## src/rtl/button_mode_ctrl_if.sv

```systemverilog
// button_mode_ctrl_if: raw buttons in, debounced levels, press events, mode levels and command pulses out.
interface button_mode_ctrl_if #(parameter int NUM_BTN = 3);
    logic [NUM_BTN-1:0] btn, btn_level, evt_short, evt_long;
    logic mode_time, mode_alarm, inc_pulse, next_pulse, stop_pulse;
    modport master (
        output btn,
        input btn_level, evt_short, evt_long, mode_time, mode_alarm, inc_pulse, next_pulse, stop_pulse
    );
    modport slave (
        input btn,
        output btn_level, evt_short, evt_long, mode_time, mode_alarm, inc_pulse, next_pulse, stop_pulse
    );
endinterface

```

## src/rtl/button_mode_ctrl.sv

```systemverilog
// button_mode_ctrl: button sync/debounce, short/long press classification and set-mode FSM.
// Define BTN_AUTOREPEAT_EN to auto-repeat inc_pulse while btn0 is held long in a set mode.
module button_mode_ctrl #(
    parameter int NUM_BTN = 3,
    parameter int DEB_CYCLES = 8,
    parameter int LONG_CYCLES = 16,
    parameter int REPEAT_CYCLES = 8,
    parameter int CNT_W = 8
) (
    input logic clock,
    input logic reset,
    button_mode_ctrl_if.slave bus
);
    localparam logic [CNT_W-1:0] deb_last = CNT_W'(DEB_CYCLES - 1);
    localparam logic [CNT_W-1:0] long_last = CNT_W'(LONG_CYCLES - 1);
    localparam logic [CNT_W-1:0] long_max = CNT_W'(LONG_CYCLES);

    if (NUM_BTN < 3 || DEB_CYCLES < 2 || LONG_CYCLES < 2 || REPEAT_CYCLES < 1) begin : g_bad_cfg
        $error("button_mode_ctrl: invalid parameters");
    end

    logic [NUM_BTN-1:0] level, evt_short, evt_long;

    for (genvar i = 0; i < NUM_BTN; i++) begin : g_btn
        logic s1, s2, lvl, fired;
        logic [CNT_W-1:0] deb, hold;
        always_ff @(posedge clock) begin
            if (!reset) begin
                s1 <= 1'b0;
                s2 <= 1'b0;
                lvl <= 1'b0;
                fired <= 1'b0;
                deb <= '0;
                hold <= '0;
            end else begin
                s1 <= bus.btn[i];
                s2 <= s1;
                deb <= (s2 == lvl || deb == deb_last) ? '0 : deb + 1'b1;
                lvl <= (s2 != lvl && deb == deb_last) ? ~lvl : lvl;
                hold <= !lvl ? '0 : (hold == long_max) ? hold : hold + 1'b1;
                fired <= lvl && (fired || hold == long_last);
            end
        end
        // hold saturates past long_last, so the long event fires once per press
        assign level[i] = lvl;
        assign evt_long[i] = lvl && hold == long_last;
        assign evt_short[i] = !lvl && hold != '0 && !fired;
    end

    typedef enum logic [1:0] {IDLE = 2'b00, SET_TIME = 2'b01, SET_ALARM = 2'b10} state_t;
    state_t state;
    logic inc, adv, stop, set_mode, rpt_inc;
    assign set_mode = state != IDLE;

`ifdef BTN_AUTOREPEAT_EN
    localparam logic [CNT_W-1:0] rpt_last = CNT_W'(REPEAT_CYCLES - 1);
    logic rpt_on;
    logic [CNT_W-1:0] rpt;
    // repeating is armed only by a long btn0 press that started inside a set mode
    always_ff @(posedge clock) begin
        if (!reset || !set_mode || !level[0] || evt_long[2]) begin
            rpt_on <= 1'b0;
            rpt <= '0;
        end else if (evt_long[0]) begin
            rpt_on <= 1'b1;
            rpt <= '0;
        end else if (rpt_on) begin
            rpt <= (rpt == rpt_last) ? '0 : rpt + 1'b1;
        end
    end
    assign rpt_inc = evt_long[0] || (rpt_on && rpt == rpt_last);
`else
    assign rpt_inc = 1'b0;
`endif

    always_ff @(posedge clock) begin
        if (!reset) begin
            state <= IDLE;
            inc <= 1'b0;
            adv <= 1'b0;
            stop <= 1'b0;
        end else begin
            if (state == IDLE)
                state <= evt_long[0] ? SET_TIME : evt_long[1] ? SET_ALARM : IDLE;
            else if (evt_long[2])
                state <= IDLE;
            inc <= set_mode && (evt_short[0] || rpt_inc);
            adv <= set_mode && evt_short[1];
            stop <= set_mode && evt_long[2];
        end
    end

    assign bus.btn_level = level;
    assign bus.evt_short = evt_short;
    assign bus.evt_long = evt_long;
    assign bus.mode_time = state[0];
    assign bus.mode_alarm = state[1];
    assign bus.inc_pulse = inc;
    assign bus.next_pulse = adv;
    assign bus.stop_pulse = stop;
endmodule

```

## src/flat_wrapper.sv

```systemverilog
// flat-port wrapper written by rule: the top's interface ports become plain ports
module button_mode_ctrl_flat 
#(
    parameter int NUM_BTN = 3,
    parameter int DEB_CYCLES = 8,
    parameter int LONG_CYCLES = 16,
    parameter int REPEAT_CYCLES = 8,
    parameter int CNT_W = 8
)
  (clock, reset, bus_btn, bus_btn_level, bus_evt_short, bus_evt_long, bus_mode_time, bus_mode_alarm, bus_inc_pulse, bus_next_pulse, bus_stop_pulse);
  button_mode_ctrl_if #(.NUM_BTN(NUM_BTN)) bus_i ();
  input logic clock;
  input logic reset;
  input wire logic [$bits(bus_i.btn)-1:0] bus_btn;
  output wire logic [$bits(bus_i.btn_level)-1:0] bus_btn_level;
  output wire logic [$bits(bus_i.evt_short)-1:0] bus_evt_short;
  output wire logic [$bits(bus_i.evt_long)-1:0] bus_evt_long;
  output wire logic [$bits(bus_i.mode_time)-1:0] bus_mode_time;
  output wire logic [$bits(bus_i.mode_alarm)-1:0] bus_mode_alarm;
  output wire logic [$bits(bus_i.inc_pulse)-1:0] bus_inc_pulse;
  output wire logic [$bits(bus_i.next_pulse)-1:0] bus_next_pulse;
  output wire logic [$bits(bus_i.stop_pulse)-1:0] bus_stop_pulse;
  assign bus_i.btn = bus_btn;
  assign bus_btn_level = bus_i.btn_level;
  assign bus_evt_short = bus_i.evt_short;
  assign bus_evt_long = bus_i.evt_long;
  assign bus_mode_time = bus_i.mode_time;
  assign bus_mode_alarm = bus_i.mode_alarm;
  assign bus_inc_pulse = bus_i.inc_pulse;
  assign bus_next_pulse = bus_i.next_pulse;
  assign bus_stop_pulse = bus_i.stop_pulse;
  button_mode_ctrl #(.NUM_BTN(NUM_BTN), .DEB_CYCLES(DEB_CYCLES), .LONG_CYCLES(LONG_CYCLES), .REPEAT_CYCLES(REPEAT_CYCLES), .CNT_W(CNT_W)) u_core (.clock(clock), .reset(reset), .bus(bus_i));
endmodule
```

## config.mk

```make
export PLATFORM = sky130hd
export DESIGN_NAME = button_mode_ctrl_flat
export DESIGN_NICKNAME = d
export VERILOG_FILES = /design/src/rtl/button_mode_ctrl_if.sv /design/src/rtl/button_mode_ctrl.sv /design/src/flat_wrapper.sv
export SDC_FILE = /design/constraint.sdc
export NUM_CORES = 1
export LEC_CHECK = 0
export ABC_AREA = 1
export ABC_CLOCK_PERIOD_IN_PS = 1300
export BUFFER_PORTS_ARGS = -buffer_cell sky130_fd_sc_hd__buf_4
export CORE_MARGIN = 10
export CORE_UTILIZATION = 55
export DETAILED_ROUTE_END_ITERATION = 10
export PLACE_DENSITY = 0.7
export SYNTH_ARGS = -nofsm -noshare
export SYNTH_HDL_FRONTEND = slang
export SYNTH_SLANG_ARGS = --single-unit
```

## constraint.sdc

```tcl
create_clock -name clock -period 1.3 [get_ports clock]
set_input_delay 0.13 -clock clock [delete_from_list [all_inputs] [get_ports clock]]
set_output_delay 0.13 -clock clock [all_outputs]
set_load 0.02 [all_outputs]
```

==> summary.txt, run 1 <==
Status
  – Status: finished, violations left
  – Failing checks: setup timing

Layout
  – Share of cells above drive strength 1: 0.336
  – Multi-input logic area: 1610 µm²
  – Final std cells w/o fill: 498
  – Fin nets: 438
  – Final design utilization: 0.752
  – P&R area growth vs syn: 33.9%
  – Antenna Cells: 0
  – Filler cells: 369
  – FF/Latch Area: 1350 µm²

GRT
  – Global-route wire length before repair: 9850 µm
  – Total global-route track usage: 0.141
  – Largest net degree at the start of global routing: 18
  – Vias in the first global route: 2,288
  – Antenna violations before repair: 0
  – Grt ovf: 0

CTS
  – TritonCTS Buffers: 9
  – CTS clk-pin slew, worst paths: 0.07 ns
  – H-Tree Depth: 3
  – Clk root buf: clkbuf_8
  – CTS tree: yes
  – Sink Count: 65
  – Worst-skew pair later-pin latency: 0.34 ns
  – Clock Tree Buf Depth: 2

Worst setup path
  – CP Capture Type: output pin
  – R2R setup slack: 0.02 ns
  – Crit Path Class: flip-flop to output pin
  – Worst Reg-to-Reg Cells: 7
  – Worst Path Max Fanout: 3
  – Crit start category: flip-flop
  – Worst Path Required: 1.17 ns
  – Reg-to-Reg End: u_core.g_btn[0].hold[6]
  – Worst path arrival time: 1.37 ns
  – Worst R2R Start: u_core.g_btn[0].hold[0]

Hold path
  – Hold Path Sink: u_core.g_btn[1].s1
  – Hold Path Origin: reset
  – Worst Hold Class: input pin to flip-flop
  – Hold depth: 3

Timing
  – Fin. max-slew vios: 0
  – Worst-Margin Slew: 0.419 ns
  – Final Setup Violations: 6
  – RSZ-0062 raised after global routing: true
  – Fin crit share: 1.15
  – Hold_ws: 0.100 ns
  – Rel. slew slack: 0.718
  – Final Worst Setup Slack: -0.199 ns
  – Clock period minus worst slack: 1.50 ns
  – Peak Freq: 667 MHz
  – Setup TNS: -1.02 ns
  – Final Hold Vio Count: 0
  – Worst clock skew: 0.00516 ns

Synth
  – Most used DFF post-synth: dfxtp_1
  – Yosys top cell by area: dfxtp_1
  – Top cell type's share of synthesized area: 0.456
  – Unique cell type count in the Yosys netlist: 31
  – Synth top area cells: dfxtp_1 46%, nor2_1 7.9%, nand2_1 7.0%, inv_1 6.8%, xor2_1 4.6%
  – Area of the mapped netlist: 2850 µm²
  – Ys async rst share: 0
  – EDFF count, synth: 0
  – Yosys warns: 0
  – Syn_nets: 384
  – Commonest cells post-synth: 65 x dfxtp_1, 60 x nor2_1, 53 x nand2_1
  – Seq/Total Area, Yosys: 0.456
  – Synthesized flop and latch total: 65
  – Syn Inst Count: 370
  – Most frequent cell after synthesis: dfxtp_1
  – Synthesized area per cell: 7.71 µm²

Die
  – Placeable Area: 5070 µm²
  – I/O pin count: 19
  – Die area: 8460 µm²
  – DIE WIDTH: 92.0 µm
  – Initial Util: 0.562
  – Die Ht: 92.0 µm
  – FP Rows: 26

Placement
  – Post-DP HPWL: 3650 µm
  – Placed cells: 459
  – Placer Congestion: 0.817
  – IO Port Bufs: 18
  – Pre-CTS setup slack: -0.0193 ns

Drt
  – Via/cell ratio: 5.04
  – Number of remaining DRC errors: 0
  – DR iter-0 viols: 121
  – Final WL: 6330 µm
  – Post-route ant nets: 0
  – Avg WL per Cell: 12.7 µm
  – Drt pass-1 iters: 4
  – Vias: 2,511

Job
  – Max_cap viols: 0

Pwr
  – Pwr Density: 949 nW/µm²
  – Peak VDD IR: 0.000809 V
  – Leakage: 1.57 nW
kinds of logic (layout without fill, tap and decap cells):
logic type	Yosys count	count (layout)	share of synthesized area
simple gates	177	177	0.288
compound gates	40	40	0.0746
buf+inv	61	119	0.0864
fa+ha+maj	9	9	0.0395
xor+xnor	18	18	0.0553
flops	65	65	0.456
critical path: stages, from the launching register on:
cell	delay [ns]
dfxtp_4	0.37
ha_4	0.15
nand2_4	0.06
nor2_4	0.09
nand4_1	0.14
inv_2	0.10
buf_6	0.11
stage by stage:
step / cell area, µm² / power, mW
floorplan: 2860 / 2.08
global placement: 3090 / 2.09
detailed placement: 3090 / 2.09
CTS: 3500 / 3.69
global route: 3820 / 3.75
finish: 3820 / 3.62
cell type report:
class                           instances  share of cell area
Tap cell                               70              0.0229
Inverter                               56              0.0570
Multi-Input combinational cell        244               0.421
Clock inverter                          4              0.0118
Timing Repair Buffer                   48               0.100
Sequential cell                        65               0.352
Clock buffer                           11              0.0344
worst max path at each step:
stage,from,end,slack [ns]
CTS,u_core.g_btn[0].hold[1],bus_evt_long[0],-0.24
finish,u_core.g_btn[0].hold[0],bus_evt_long[0],-0.20
floorplan,u_core.g_btn[1].hold[0],u_core.state[1],0.03
global route,u_core.g_btn[2].hold[1],bus_evt_long[2],-0.30
global placement,u_core.g_btn[2].hold[0],bus_evt_long[2],0.04
detailed placement,u_core.g_btn[1].deb[0],u_core.g_btn[1].deb[6],-0.02
per-layer routing:
metal / up-vias / GRT usage / routed length, µm
li1: 1285 / - / -
met1: 1146 / 0.161 / 2760
met2: 67 / 0.222 / 3120
met3: 13 / 0.0660 / 349
met4: 0 / 0.0617 / 102
met5: - / 0 / 0
flip-flops by register name, indices dropped and copies added (netlist names):
register and cells:
u_core.g_btn.hold 24, u_core.bus.inc_pulse 1, u_core.g_btn.lvl 3, u_core.bus.stop_pulse 1, u_core.state 2, u_core.g_btn.fired 3, u_core.g_btn.deb 24, u_core.bus.next_pulse 1
u_core.g_btn.s1 3, u_core.g_btn.s2 3
layout by cell type, fill, tap and decap left out, types with 6 or more instances in the layout:
master,Yosys,layout
nor2_1,60,49
dfxtp_1,65,48
nand2_1,53,47
inv_1,52,44
buf_4,4,41
a21oi_1,21,19
nand3_1,21,17
xor2_1,15,15
inv_2,3,9
nor2_2,5,9
o21ai_0,12,9
clkbuf_8,0,9
dfxtp_4,0,9
nor2_4,1,8
nand4_1,8,8
nor3_1,13,8
dfxtp_2,0,8
ha_4,0,7
nand2_4,0,6
nor3_2,2,6
power breakdown:
group          internal, mW  total [mW]  leakage [nW]  switching (mW)
Sequential             1.98        1.99         0.536         0.00668
Combinational        0.0229      0.0483         0.944          0.0253
Clock                 0.865        1.58        0.0929           0.716
timing repair:
action | in CTS | in global routing
endpoints found under the hold margin | 3 | 0
buffers inserted | 12 | 11
pin swaps | 13 | 22
hold buffers | 3 | 0
endpoints found under the setup margin | 15 | 43
gates resized for setup | 34 | 72
Note: power is estimated with default switching activity, not from simulation.
==> run 2, diff against run 1 <==
==> constraint.sdc (replaced) <==
create_clock -name clock -period 1.3 [get_ports clock]
set_input_delay 0.13 -clock clock [delete_from_list [all_inputs] [get_ports clock]]
set_output_delay 0.13 -clock clock [all_outputs]
set_load 0.1 [all_outputs]
==> run 2 against run 1 <==
Cell area up 6.9%. Non-clock buffer count is 20 higher. Final cell count increased by 4.0%. Critical endpoint unchanged. The flow still finishes with violations (setup timing). Sequential share of layout area fell by 2.4 points. Utilization increased by 5.2 points.
==> summary.txt, run 2 (same netlist as run 1, synthesis figures left out) <==
Worst setup path
  – Worst Path Max Fanout: 3 (unchanged)
  – Worst Reg-to-Reg Cells: 9 (+2)
  – CP startpoint: u_core.g_btn[0].hold[1]
  – Crit start category: flip-flop
  – Crit Path Class: flip-flop to output pin
  – Worst path arrival time: 1.47 ns (+0.10 ns)
  – CP Capture Type: output pin
  – Worst Path Required: 1.17 ns (about the same)
  – Worst R2R Start: u_core.g_btn[2].hold[0]
  – R2R setup slack: -0.07 ns (-0.09 ns)
  – Reg-to-Reg End: u_core.state[0]

Die
  – I/O pin count: 19 (unchanged)
  – FP Rows: 26 (unchanged)
  – Die area: 8460 µm² (unchanged)
  – Initial Util: 0.562 (unchanged)
  – DIE WIDTH: 92.0 µm (unchanged)
  – Placeable Area: 5070 µm² (unchanged)
  – Die Ht: 92.0 µm (unchanged)

Drt
  – Via/cell ratio: 5.00 (-0.84%)
  – Final WL: 6500 µm (+2.8%)
  – Avg WL per Cell: 12.6 µm (-1.2%)
  – Max Used Layer: met4
  – Drt pass-1 iters: 4 (unchanged)
  – Met3 wire len: 322 µm (-7.7%)
  – Post-route ant nets: 0 (unchanged)
  – Number of remaining DRC errors: 0 (unchanged)
  – DR iter-0 viols: 103 (-15%)
  – Vias: 2,590 (+3.1%)
  – Met1 WL: 2880 µm (+4.6%)
  – Routed met2 length: 3200 µm (+2.6%)

GRT
  – Vias in the first global route: 2,481 (+8.4%)
  – Grt ovf: 0 (unchanged)
  – Global-route wire length before repair: 10,800 µm (+10%)
  – Largest net degree at the start of global routing: 18 (unchanged)
  – Antenna violations before repair: 0 (unchanged)
  – Total global-route track usage: 0.154 (+0.0134)

Hold path
  – Hold Path Sink: u_core.g_btn[1].s1
  – Hold depth: 3 (unchanged)
  – Hold Path Origin: reset
  – Worst Hold Class: input pin to flip-flop

Timing
  – Worst clock skew: 0.00697 ns (+0.00181 ns)
  – Rel. slew slack: 0.666 (-0.0517)
  – Clock period minus worst slack: 1.60 ns (+0.106 ns)
  – Fin. max-slew vios: 0 (unchanged)
  – RSZ-0062 raised after global routing: true
  – Peak Freq: 623 MHz (-6.6%)
  – Worst-Margin Slew: 0.496 ns (+0.0767 ns)
  – Setup TNS: -1.59 ns (-0.574 ns)
  – Final Worst Setup Slack: -0.305 ns (-0.106 ns)
  – Final Setup Violations: 9 (+3)
  – Fin crit share: 1.23 (+0.0812)
  – Final Hold Vio Count: 0 (unchanged)

Pwr
  – Pwr Density: 987 nW/µm² (+4.1%)
  – Combinational share of power: 0.014 (about the same)
  – Sequential Power Share: 0.496 (-0.054)
  – Sw power: 0.781 mW (+4.4%)
  – Leakage: 1.66 nW (+5.6%)
  – Switch share: 0.194 (-0.0126)
  – Total power: 4.03 mW (+11%)
  – Clk pwr share: 0.491 (+0.054)
  – Peak VDD IR: 0.000992 V (+23%)
  – Pint: 3.25 mW (+13%)

Layout
  – Fin nets: 458 (+4.6%)
  – Share of cells above drive strength 1: 0.366 (+0.0296)
  – Largest regs: u_core.g_btn.deb x24, u_core.g_btn.hold x24
  – Antenna Cells: 0 (unchanged)
  – P&R area growth vs syn: 43.0%
  – FF/Latch Area: 1340 µm² (-0.47%)
  – Most common cell after layout, fill and taps aside: buf_4
  – Final design utilization: 0.804 (+0.0515)
  – Filler cells: 314 (-15%)
  – Most frequent cells in the layout: 53 x buf_4, 52 x nor2_1, 47 x dfxtp_1
  – Multi-input logic area: 1580 µm² (-1.6%)

Job
  – Max_cap viols: 0 (unchanged)

CTS
  – Sink Count: 65 (unchanged)
  – Worst-skew pair later-pin latency: 0.34 ns (about the same)
  – Clock Tree Buf Depth: 2 (unchanged)
  – TritonCTS Buffers: 9 (unchanged)
  – CTS clk-pin slew, worst paths: 0.07 ns (about the same)
  – H-Tree Depth: 3 (unchanged)
  – Clk root buf: clkbuf_8
  – CTS tree: yes

Status
  – Status: finished, violations left
  – Failing checks: setup timing

Placement
  – Placer Congestion: 0.822 (+0.65%)
  – IO Port Bufs: 18 (unchanged)
  – Post-DP HPWL: 4060 µm (+11%)
run 2: changes by cell type in the layout (fill, tap and decap cells not counted), moves of 3 or more:
| cell | delta |
|---|---|
| dfxtp_4 | -3 |
| buf_12 | +6 |
| nor2_1 | +3 |
| dfxtp_2 | +4 |
| clkbuf_8 | +3 |
| nor3_2 | -3 |
| buf_4 | +12 |
run 2: metrics by stage:
| step | cell area (µm²) | hold WS, ns | cells | worst slack, ns |
|---|---|---|---|---|
| global route | 4080 | 0.117 | 518 | -0.400 |
| floorplan | 3000 | 0.228 | 370 | -0.496 |
| CTS | 3950 | 0.107 | 516 | -0.322 |
| global placement | 3420 | 0.313 | 484 | 0.00816 |
| finish | 4080 | 0.112 | 518 | -0.305 |
| detailed placement | 3420 | 0.316 | 484 | -0.0627 |
run 2: worst max-delay path by stage:
stage | endpoint | slack [ns] | cells after the start
2_1_floorplan | u_core.state[1] | -0.50 | 5
4_1_cts | bus_evt_long[0] | -0.32 | 6
3_5_place_dp | bus_evt_long[0] | -0.06 | 6
3_3_place_gp | bus_evt_long[0] | 0.008 | 6
5_1_grt | bus_evt_long[0] | -0.40 | 6
6_report | bus_evt_long[0] | -0.30 | 6
run 2: layer usage:
metal	track usage	vias to the layer above
met3	0.0407	10
li1	-	1330
met4	0.0733	0
met5	0	-
met1	0.183	1184
met2	0.254	66
run 2: worst max-delay path, cell delays in order (launching register included):
cell and delay, ns:
dfxtp_4 0.37, ha_4 0.14, nand2_4 0.05, nor2_4 0.09, nand4_1 0.16, clkinvlp_4 0.15, buf_12 0.17
run 2: cell type report:
cell class                      instances  share of cell area
Multi-Input combinational cell        244               0.388
Clock inverter                          2              0.0147
Clock buffer                           13              0.0414
Sequential cell                        65               0.328
Tap cell                               70              0.0215
Inverter                               56              0.0555
Timing Repair Buffer                   68               0.151
run 2: repair_timing:
action | 4_1_cts | 5_1_grt
hold buffers | 3 | 0
setup endpoints to repair | 8 | 35
pin swaps | 15 | 12
resized for setup | 46 | 36
hold endpoints to repair | 3 | 0
buffers inserted | 14 | 5
run 2: power groups by stage:
| stage | Sequential (mW) | Clock (mW) | Combinational (mW) |
|---|---|---|---|
| 3_5_place_dp | 2.05 | 0 | 0.0470 |
| 5_1_grt | 2.00 | 2.10 | 0.0636 |
| 2_1_floorplan | 2.05 | 0 | 0.0270 |
| 4_1_cts | 2.00 | 1.99 | 0.0543 |
| 3_3_place_gp | 2.05 | 0 | 0.0463 |
| 6_report | 2.00 | 1.98 | 0.0552 |
==> run 3, diff against run 2 <==
--- a/config.mk
+++ b/config.mk
@@ -12,6 +12,7 @@
 export CORE_UTILIZATION = 55
 export DETAILED_ROUTE_END_ITERATION = 10
 export PLACE_DENSITY = 0.7
+export RECOVER_POWER = 100
 export SYNTH_ARGS = -nofsm -noshare
 export SYNTH_HDL_FRONTEND = slang
 export SYNTH_SLANG_ARGS = --single-unit
==> run 3 against run 2 <==
Global-route usage did not move. Hold slack improved by 0.0023 ns. The flow still finishes with violations (setup timing). Cell area fell by 1.2%. Largest power group unchanged. Critical path depth did not move.
==> summary.txt, run 3 (same netlist as run 1, synthesis figures left out) <==
Layout
  – Final std cells w/o fill: 518 (unchanged)
  – Share of cells above drive strength 1: 0.342 (-0.0246)
  – Most common cell after layout, fill and taps aside: nor2_1
  – Final design utilization: 0.794 (-0.00986)
  – Most frequent cells in the layout: 53 x nor2_1, 51 x dfxtp_1, 46 x nand2_1
  – Filler cells: 331 (+5.4%)
  – Largest regs: u_core.g_btn.deb x24, u_core.g_btn.hold x24
  – FF/Latch Area: 1330 µm² (-0.75%)
  – Multi-input logic area: 1560 µm² (-1.6%)
  – P&R area growth vs syn: 41.3%
  – Antenna Cells: 0 (unchanged)
  – Fin nets: 458 (unchanged)

Placement
  – IO Port Bufs: 18 (unchanged)
  – Post-DP HPWL: 4060 µm (unchanged)
  – Placer Congestion: 0.822 (unchanged)
  – Placed cells: 484 (unchanged)

Timing
  – RSZ-0062 raised after global routing: true
  – Rel. slew slack: 0.666 (about the same)
  – Fin. max-slew vios: 0 (unchanged)
  – Worst-Margin Slew: 0.496 ns (+0.0000513 ns)
  – Final Worst Setup Slack: -0.301 ns (+0.00372 ns)
  – Fin crit share: 1.23 (-0.00286)
  – Peak Freq: 625 MHz (+0.23%)
  – Final Setup Violations: 11 (+2)
  – Worst clock skew: 0.00687 ns (-0.0000981 ns)
  – Clock period minus worst slack: 1.60 ns (-0.00372 ns)
  – Final Hold Vio Count: 0 (unchanged)

GRT
  – Vias in the first global route: 2,481 (unchanged)
  – Total global-route track usage: 0.154 (unchanged)
  – Antenna violations before repair: 0 (unchanged)
  – Grt ovf: 0 (unchanged)
  – Global-route wire length before repair: 10,800 µm (unchanged)
  – Largest net degree at the start of global routing: 18 (unchanged)

Die
  – Die Ht: 92.0 µm (unchanged)
  – DIE WIDTH: 92.0 µm (unchanged)
  – Placeable Area: 5070 µm² (unchanged)
  – FP Rows: 26 (unchanged)
  – Die area: 8460 µm² (unchanged)
  – I/O pin count: 19 (unchanged)
  – Initial Util: 0.562 (unchanged)

Drt
  – Number of remaining DRC errors: 0 (unchanged)
  – Post-route ant nets: 0 (unchanged)
  – Vias: 2,587 (-0.12%)
  – Final WL: 6490 µm (-0.14%)
  – Via/cell ratio: 4.99 (-0.12%)
  – DR iter-0 viols: 91 (-12%)
  – Avg WL per Cell: 12.5 µm (-0.14%)
  – Drt pass-1 iters: 4 (unchanged)

CTS
  – CTS clk-pin slew, worst paths: 0.06 ns (about the same)
  – TritonCTS Buffers: 9 (unchanged)
  – Clock Tree Buf Depth: 2 (unchanged)
  – Sink Count: 65 (unchanged)
  – CTS tree: yes
  – Worst-skew pair later-pin latency: 0.34 ns (about the same)
  – Clk root buf: clkbuf_8
  – H-Tree Depth: 3 (unchanged)

Pwr
  – Peak VDD IR: 0.000991 V (-0.19%)
  – Pwr Density: 998 nW/µm² (+1.0%)
  – Leakage: 1.65 nW (-0.87%)

Worst setup path
  – Worst path slowest cell: dfxtp_4
  – Worst Path Max Fanout: 3 (unchanged)
  – CP max stage delay: 0.37 ns (about the same)
  – R2R setup slack: -0.11 ns (-0.04 ns)
  – Delay-heaviest family, CP: flip-flops
  – Worst Path Required: 1.17 ns (about the same)
  – Crit-path cells: ha_4, nand2_4, nor2_4, nand4_1, clkinvlp_4, buf_12
  – Worst path arrival time: 1.47 ns (about the same)
  – Crit Path Class: flip-flop to output pin
  – CP Buf/Inv Count: 2 (unchanged)
  – CP Capture Type: output pin
  – Crit start category: flip-flop

Hold path
  – Worst Hold Class: input pin to flip-flop

Job
  – Max_cap viols: 0 (unchanged)

Status
  – Status: finished, violations left
  – Failing checks: setup timing
-- run 3: cell types whose count changed in the layout (fill, tap and decap cells not counted), sizes merged --
cell and change:
clkbuf +10, buf -10
-- run 3: final cells by class --
class,instances,area share
clock inverters,2,0.0149
inverters,56,0.0562
multi-input cells,244,0.386
repair buffers,68,0.149
flip-flops and latches,65,0.330
clock buffers,13,0.0419
well taps,70,0.0217
-- run 3: per-stage QoR --
stage          setup WS [ns]  instance area, µm²  hold WS [ns]  setup TNS [ns]  total power, mW
2_1_floorplan         -0.496                3000         0.228           -2.27             2.08
3_3_place_gp         0.00816                3420         0.313               0             2.10
4_1_cts               -0.322                3950         0.107           -1.81             4.04
3_5_place_dp         -0.0627                3420         0.316         -0.0809             2.10
5_1_grt               -0.400                4030         0.117           -3.97             4.16
6_report              -0.301                4030         0.114           -1.84             4.02
-- run 3: final timing paths --
check	depth (start not counted)	to	start
worst max-delay path	6	bus_evt_long[0]	u_core.g_btn[0].hold[1]
worst max register to register	9	u_core.state[0]	u_core.g_btn[2].hold[0]
worst min-delay path	3	u_core.g_btn[0].s2	reset
worst min register to register	2	u_core.g_btn[2].s2	u_core.g_btn[2].s1
-- run 3: metal layers --
metal / wire length, µm / global-route usage
met1: 2920 / 0.183
met2: 3190 / 0.254
met3: 271 / 0.0407
met4: 106 / 0.0733
met5: 0 / 0
-- run 3: worst reg2reg max path: cells and delay by family (launching register included) --
kind / cells / cell delay [ns]
and+or+nand+nor: 4 / 0.33
adders and majority gates: 1 / 0.17
buffers and inverters: 3 / 0.35
AOI/OAI and AO/OA: 1 / 0.05
DFF: 1 / 0.41
-- run 3: timing repair --
item / 4_1_cts / 5_1_grt
gates cloned: 0 / 0
setup buffers: 14 / 5
hold endpoints to repair: 3 / 0
pin swaps: 15 / 12
endpoints found under the setup margin: 8 / 35
gates resized for setup: 46 / 36
hold buffers: 3 / 0
-- run 3: report_power, final --
group	total, mW	internal [mW]	switching, mW
Combinational	0.0540	0.0270	0.0270
Sequential	2.00	1.99	0.00563
Clock	1.97	1.23	0.738
